## src/rtl/bp_pkg.sv

```systemverilog
// Shared types, table constants and the 2-bit counter update rule for the
// fetch-stage branch predictor.
package bp_pkg;

  localparam int INDEX_W_DEF = 6;
  localparam int TAG_W_DEF   = 30 - INDEX_W_DEF;

  typedef logic [1:0] ctr_t;

  localparam ctr_t SNT = 2'b00;
  localparam ctr_t WNT = 2'b01;
  localparam ctr_t WT  = 2'b10;
  localparam ctr_t ST  = 2'b11;

  // One BTB entry at the default geometry; target keeps pc[31:2] only.
  typedef struct packed {
    logic                 valid;
    logic [TAG_W_DEF-1:0] tag;
    logic [29:0]          target;
    ctr_t                 ctr;
  } btb_entry_t;

  // Saturating 2-bit counter step toward the observed outcome.
  function automatic ctr_t sat_ctr_next(input ctr_t c, input logic taken);
    if (taken) begin
      return (c == ST) ? ST : c + 2'd1;
    end
    return (c == SNT) ? SNT : c - 2'd1;
  endfunction

endpackage

```

## src/rtl/bp_sat_counter32.sv

```systemverilog
// 32-bit event counter that sticks at all-ones instead of wrapping.
module bp_sat_counter32 (
  input  logic        clk,
  input  logic        rst_n,
  input  logic        i_inc,
  output logic [31:0] o_count
);

  // Count one event per enabled edge, holding at the maximum value.
  always_ff @(posedge clk or negedge rst_n) begin
    if (!rst_n) begin
      o_count <= '0;
    end else if (i_inc && (o_count != 32'hFFFF_FFFF)) begin
      o_count <= o_count + 32'd1;
    end
  end

endmodule

```

## src/rtl/branch_predictor.sv

```systemverilog
// Fetch-stage direct-mapped BTB with 2-bit counters. Predicts from registered
// table state with no bypass, trains from the execute-stage resolution, flags
// mispredicts with the corrected next PC and keeps saturating statistics.
module branch_predictor
  import bp_pkg::*;
#(
  parameter int         INDEX_W  = INDEX_W_DEF,
  parameter int         TAG_W    = TAG_W_DEF,
  parameter logic [1:0] CNT_INIT = WT
) (
  input  logic        clk,
  input  logic        rst_n,
  input  logic        f_valid,
  input  logic [31:0] f_pc,
  output logic        pred_hit,
  output logic        pred_taken,
  output logic [31:0] pred_target,
  input  logic        r_valid,
  input  logic [31:0] r_pc,
  input  logic        r_branch,
  input  logic        r_jump,
  input  logic        r_jalr,
  input  logic        r_taken,
  input  logic [31:0] r_target,
  input  logic        r_pred_taken,
  input  logic [31:0] r_pred_target,
  output logic        mispredict,
  output logic [31:0] redirect_pc,
  output logic [31:0] stat_branches,
  output logic [31:0] stat_mispred
);

  localparam int ENTRIES = 1 << INDEX_W;

  // Control state (valid, counter) is reset; tag/target are plain data.
  logic               r_vld [ENTRIES];
  ctr_t               r_ctr [ENTRIES];
  logic [TAG_W-1:0]   r_tag [ENTRIES];
  logic [29:0]        r_tgt [ENTRIES];

  logic [INDEX_W-1:0] w_f_idx;
  logic [TAG_W-1:0]   w_f_tag;
  logic [INDEX_W-1:0] w_r_idx;
  logic [TAG_W-1:0]   w_r_tag;
  logic               w_r_hit;
  logic               w_is_ctl;
  logic               w_train;
  logic [31:0]        w_actual_next;
  logic               w_unused;

  assign w_f_idx = f_pc[INDEX_W+1:2];
  assign w_f_tag = f_pc[31:INDEX_W+2];
  assign w_r_idx = r_pc[INDEX_W+1:2];
  assign w_r_tag = r_pc[31:INDEX_W+2];

  // The carried prediction bit is redundant with the carried target.
  assign w_unused = r_pred_taken;

  // Fetch-side lookup: zero-latency read of the pre-edge table contents.
  always_comb begin
    pred_hit    = f_valid & r_vld[w_f_idx] & (r_tag[w_f_idx] == w_f_tag);
    pred_taken  = pred_hit & r_ctr[w_f_idx][1];
    pred_target = pred_taken ? {r_tgt[w_f_idx], 2'b00} : (f_pc + 32'd4);
  end

  // Resolution compare: only real control flow can raise a mispredict.
  always_comb begin
    w_is_ctl      = r_branch | r_jump | r_jalr;
    w_actual_next = r_taken ? r_target : (r_pc + 32'd4);
    mispredict    = r_valid & w_is_ctl & (w_actual_next != r_pred_target);
    redirect_pc   = r_valid ? w_actual_next : 32'd0;
  end

  // Indirect jumps have no stable target, so they never touch the table.
  assign w_train = r_valid & (r_branch | r_jump) & ~r_jalr;
  assign w_r_hit = r_vld[w_r_idx] & (r_tag[w_r_idx] == w_r_tag);

  // Train counters on a hit, allocate on a taken miss; reset clears all.
  always_ff @(posedge clk or negedge rst_n) begin
    if (!rst_n) begin
      for (int i = 0; i < ENTRIES; i++) begin
        r_vld[i] <= 1'b0;
        r_ctr[i] <= WNT;
      end
    end else if (w_train) begin
      if (w_r_hit) begin
        r_ctr[w_r_idx] <= sat_ctr_next(r_ctr[w_r_idx], r_taken);
      end else if (r_taken) begin
        r_vld[w_r_idx] <= 1'b1;
        r_ctr[w_r_idx] <= CNT_INIT;
      end
    end
  end

  // Tag/target capture on any trained taken outcome (hit refresh or alloc).
  always_ff @(posedge clk) begin
    if (w_train && r_taken) begin
      r_tag[w_r_idx] <= w_r_tag;
      r_tgt[w_r_idx] <= r_target[31:2];
    end
  end

  bp_sat_counter32 u_stat_branches (
    .clk     (clk),
    .rst_n   (rst_n),
    .i_inc   (r_valid & w_is_ctl),
    .o_count (stat_branches)
  );

  bp_sat_counter32 u_stat_mispred (
    .clk     (clk),
    .rst_n   (rst_n),
    .i_inc   (mispredict),
    .o_count (stat_mispred)
  );

endmodule

```

## config.mk

```make
export PLATFORM = sky130hd
export DESIGN_NAME = branch_predictor
export DESIGN_NICKNAME = d
export VERILOG_FILES = /design/src/rtl/bp_pkg.sv /design/src/rtl/bp_sat_counter32.sv /design/src/rtl/branch_predictor.sv
export SDC_FILE = /design/constraint.sdc
export NUM_CORES = 2
export LEC_CHECK = 0
export CORE_MARGIN = 3
export CORE_UTILIZATION = 40
export DETAILED_ROUTE_END_ITERATION = 6
export SLEW_MARGIN = 10
export SYNTH_ARGS = -nofsm -noshare
export SYNTH_HDL_FRONTEND = slang
export SYNTH_SLANG_ARGS = --single-unit
```

## constraint.sdc

```tcl
create_clock -name clk -period 10.4 [get_ports clk]
set_clock_uncertainty 0.1 [all_clocks]
set_input_delay 1.04 -clock clk [delete_from_list [all_inputs] [get_ports clk]]
set_output_delay 1.04 -clock clk [all_outputs]
set_load 0.05 [all_outputs]
```

# After elaboration in Yosys (flattened, before gate mapping)
# Memory sizes are Yosys's and may differ from the RTL's.
# Index checks and enable logic that the tools add are counted.
classes:
  add_sub_neg: 6
  n_lt_le_gt_ge: 3
  eq_ne: 6
  muxes: 33
  n_bitwise: 18
  n_reduce_logical: 8
op_table:
  columns: ["op", "n"]
  rows:
  - ["two-way mux 128 bit", 2]
  - ["bitwise mux 128 bit", 1]
  - ["OR 64 bit", 2]
  - ["two-way mux 32 bit", 3]
  - ["adder 32 x 1 -> 32 bit (second input constant)", 2]
  - ["adder 32 x 3 -> 32 bit (second input constant)", 2]
  - ["AND 64 bit", 1]
  - ["!= test 32 bit (second input constant)", 2]
  - ["NOT 64 bit", 1]
  - ["== test 24 bit", 2]
  - ["!= test 32 bit", 1]
  - ["binary-select mux 2 bit (select 6 bit)", 2]
  - ["two-way mux 2 bit", 11]
  - [">= comparator 7 bit (second input constant)", 2]
  - ["NOT 6 -> 7 bit", 2]
  - ["binary-select mux 1 bit (select 6 bit)", 2]
  - ["demux 2 bit (select 6 bit)", 1]
  - ["two-way mux 1 bit", 10]
  - ["AND 1 bit", 8]
  - ["less-than comparator 7 x 1 -> 1 bit (second input constant)", 1]
  - ["demux 1 bit (select 6 bit)", 1]
  - ["logical AND 1 bit", 4]
  - ["AND reduction 3 bit", 1]
  - ["adder 2 x 1 -> 2 bit (second input constant)", 1]
  - ["7 further kinds", 9]
word_totals:
  register_bits: 256
  ram_bits: 3456
  out_inout_bits: 131
  memories: 2
memory_table:
  columns: ["memory", "words", "width", "read_ports", "rd_clocked_by_memory_dff", "wr", "line", "text"]
  rows:
  - ["r_tgt", 64, 30, 1, 0, 1, "branch_predictor.sv:39", "logic [29:0] r_tgt [ENTRIES];"]
  - ["r_tag", 64, 24, 2, 0, 1, "branch_predictor.sv:38", "logic [TAG_W-1:0] r_tag [ENTRIES];"]

# Logic depth before layout (Yosys ltp)
depth:
  ltp_word: 12
  depth_mapped: 21

# By module
# A second synthesis with hierarchy kept.
unflattened:
  cells_unflattened: 8405
  area_unflattened_um2: 160747.9
by_module_without_submodules:
  columns: ["module", "n_inst", "cells_each", "area_per_inst_um2", "seq_area_each_um2"]
  rows:
  - ["branch_predictor", 1, 8103, 157499.8, 108664.2]
  - ["bp_sat_counter32", 2, 151, 1624.1, 800.8]

# Least setup slack after synthesis
# OpenSTA, ideal clock, no wires.
synth_path:
  path_kind: "input to register"
  start: "in r_pc[4]"
  end: "mem r_tag[63][0] (netlist bit), enable pin"
  t_arrival_ns: 6.319
  t_required_ns: 9.765
  setup_slack_ns: 3.446
  cell_stages: 9
  path_buffers: 6
  cell_sequence: "buf_6 buf_4 buf_4 buf_6 clkbuf_1 and4_1 nand2_1 clkbuf_1 nor3_1"
synth_lines:
  columns: ["element", "line", "text"]
  rows:
  - ["from (decl)", "branch_predictor.sv:19", "input logic [31:0] r_pc,"]
  - ["to (decl)", "branch_predictor.sv:38", null]
# Straight into the memory's write port.

# Final worst setup path
layout_path:
  start: "in r_pc[6]"
  end: "out mispredict"
layout_between:
  elab_chain_cells: 4
layout_rtl:
  columns: ["element", "line", "text"]
  rows:
  - ["adder 32 x 3 -> 32 bit", "branch_predictor.sv:69", "w_actual_next = r_taken ? r_target : (r_pc + 32'd4);"]
  - ["two-way mux 32 bit", "branch_predictor.sv:69", null]
  - ["!= test 32 bit", "branch_predictor.sv:70", "mispredict = r_valid & w_is_ctl & (w_actual_next != r_pred_target);"]
  - ["AND 1 bit", "branch_predictor.sv:70", null]
  - ["to (decl)", "branch_predictor.sv:27", "output logic mispredict,"]
# Every way passes these cells.

==> results.ini <==
[cells_and_area]
layout-drive-gt1-share_pct = 26.7
final_net_count = 9268
synthToLayoutAreaGrowth_pct = 14.6

[clock_tree]
cts_buffer_depth = 4
ctsResizeCount = 0
path_clk_slew_ns = 0.06
cts_buffers = 385
hold_buffers = 0
cts_tree = built
clkLatencyLatePin_ns = 1.02
post_cts_buffers = 0
cts_root_buffer = clkbuf_16
h-tree-depth = 5
cts.sinks = 3712

[critical_path]
worstSetupPathType = primary input to output pin
end_kind = output pin
crit_path_start_kind = primary input
cp_data_arrival_time_ns = 7.19
worst-path-max-fanout = 32
crit_start = r_pc[6]
ff2ff_setup_slack_ns = 4.17
r2r-start = r_tag[22][3]
worst_ep_required_time_ns = 9.26

[grt]
antenna_found_initial = 67
grt_start_max_net_pins = 130
grt_pass1_wl_mm = 856
first_global_vias = 98510
grt_overflow = 0
grtUsageTotal_pct = 30.2

[synth]
async_reset_ff_share_pct = 6.90
yosysSeqAreaShare_pct = 68.1
yosysWarningCount = 0
synthesis.area_um2 = 162000
synth_edf_count = 3456
synth_cell_type_count = 85
synthCells = 8779
synth_top_cell_by_area = edfxtp_1
synthFlopType = edfxtp_1
synth_nets = 8920
netlist_top_cells_count = edfxtp_1 (3456), mux4_2 (1119), mux2i_1 (374)
syn-mean-instance-area_um2 = 18.4
synth.most_common_cell = edfxtp_1
synth.area.top_cells = edfxtp_1 (64%), mux4_2 (16%), dfrtp_1 (3.0%), mux2i_1 (2.3%), mux2_2 (1.2%)
ys_seq_elements = 3712
synth_top_area_share_pct = 64.1

[sta]
period_share_pct = 80.1
rsz0062_at_grt = no
finalHoldViolCount = 0
slew_viol_final = 0
setup_viol = 0
finalHoldWorstSlack_ns = 0.0870
min_period_ns = 8.33
fin_tns_setup_ns = 0
fmax_mhz = 120
worstMarginPinSlew_ns = 1.40
relSlewSlack_pct = 6.73

[floorplan]
die_w_um = 642
die_y_um = 642
fp-row-count = 232
design.core.area_um2 = 401000
start_util_pct = 40.3
dieArea_um2 = 412000
io_pins = 268

[route]
dr_total_vias = 102820
postRouteWirelength_mm = 639
drtAntennaViolNets = 0
drt_pass1_iterations = 7
viasPerCell = 6.90
drc = 21
avgRoutedWirePerCell_um = 42.9
dr.first_iter.drc_count = 19787

[pwr]
p_per_area_nw_per_um2 = 181
peakVddDrop_v = 0.000161
power_leakage_nw = 59.4

[status]
violations = design-rule violations
status = finished with violations

[min_path]
hold_path.class = primary input to async pin

[placed_design]
port_buffers = 266
dp_hpwl_mm = 368
place_congestion = 0.962

[job]
maxCapViolations = 0

[cell families (layout without fill, tap and decap cells)]
kind of cell | Yosys count | after routing | synth area share [%]
xor gates and xnor gates | 204 | 204 | 1.10
muxes | 1670 | 1670 | 19.1
DFF | 3712 | 3712 | 68.1
AOI/OAI and AO/OA | 1383 | 1383 | 6.37
other | 0 | 64 | 0
adders and majority gates | 6 | 6 | 0.0433
and+or+nand+nor | 1088 | 1088 | 3.28
buffers and inverters | 716 | 1390 | 1.95
[final timing paths]
| kind | end | cells after the start |
|---|---|---|
| min reg2reg | r_vld[61] | 1 |
| max | mispredict | 14 |
| max reg2reg | r_vld[35] | 12 |
| max in group asynchronous | u_stat_branches.o_count[18] | 3 |
| min in group clk | r_tgt[62][17] | 1 |
| min | r_ctr[83] | 1 |
[registers in the layout (all words and copies together), names as in the netlist]
signal	count
u_stat_mispred.o_count	32
r_tag	1536
r_tgt	1920
r_vld	64
u_stat_branches.o_count	32
r_ctr	128
[area by class of cell]
cell class                      count  area, µm²
Antenna cell                       64        160
Clock buffer                      480      10300
Clock inverter                    233       2580
Fill cell                       33847     216000
Inverter                           38        178
Multi-Input combinational cell   4351      49100
Sequential cell                  3712     110000
Tap cell                         5382       6730
Timing Repair Buffer              639       6060
[power breakdown]
part	leakage, nW	internal (mW)	total, mW	switching, mW
registers	34.3	16.4	16.5	0.0744
logic	18.8	0.953	2.83	1.88
clock network	6.28	8.20	14.2	6.05
total	59.4	25.6	33.6	8.00
[layer usage]
layer | GRT usage, % | wire [µm] | vias up
li1 | - | - | 37775
met1 | 38.0 | 220000 | 54115
met2 | 44.5 | 281000 | 8701
met3 | 9.75 | 85000 | 2209
met4 | 20.3 | 51900 | 20
met5 | 0 | 134 | -
[worst max-delay path, stage by stage]
cell	delay, ns
clkdlybuf4s50_1	1.11
buf_4	0.36
and4_1	0.53
nand2_1	0.75
or4_1	0.73
and3_1	0.21
xnor2_1	0.13
or4_1	0.51
nor4_1	0.67
nand4_1	0.33
buf_4	0.37
nand2_1	0.12
inv_1	0.04
buf_4	0.18
[stage by stage]
step	instance area, µm²	worst slack [ns]	power, mW	utilization [%]	cells
final	185000	2.07	33.6	46.2	14899
after global routing	185000	2.03	34.3	46.2	14866
after CTS	185000	2.25	33.6	46.2	14833
after detailed placement	172000	2.24	19.5	43.0	14120
after global placement	172000	2.21	19.5	42.9	14118
after floorplan	162000	3.45	18.2	-	8779
[placed cells by master (no fill, tap or decap), types with 41 or more instances in the layout]
| cell | Yosys | routed |
|---|---|---|
| a21oi_1 | 189 | 188 |
| a221o_1 | 51 | 51 |
| a221oi_1 | 133 | 133 |
| a22o_1 | 74 | 74 |
| a22oi_1 | 259 | 259 |
| a31oi_1 | 42 | 41 |
| a41o_1 | 42 | 42 |
| and3_1 | 45 | 44 |
| buf_12 | 0 | 66 |
| buf_2 | 146 | 54 |
| buf_4 | 37 | 312 |
| bufinv_16 | 0 | 47 |
| clkbuf_1 | 353 | 75 |
| clkbuf_16 | 0 | 393 |
| clkdlybuf4s50_1 | 0 | 196 |
| clkinv_1 | 1 | 67 |
| clkinv_2 | 0 | 79 |
| dfrtp_1 | 192 | 192 |
| dfstp_2 | 64 | 64 |
| diode_2 | 0 | 64 |
| edfxtp_1 | 3456 | 3456 |
| mux2_2 | 174 | 174 |
| mux2i_1 | 374 | 374 |
| mux4_2 | 1119 | 1119 |
| nand2_1 | 327 | 326 |
| nand3_1 | 98 | 96 |
| nand4_1 | 74 | 74 |
| nor2_1 | 271 | 207 |
| nor2_4 | 0 | 59 |
| o21ai_0 | 81 | 79 |
| o22ai_1 | 102 | 102 |
| o311ai_0 | 42 | 42 |
| o31a_1 | 48 | 48 |
| o31ai_1 | 76 | 76 |
| xnor2_1 | 125 | 122 |
| xor2_1 | 79 | 79 |
Note: power is estimated with default switching activity, not from simulation.
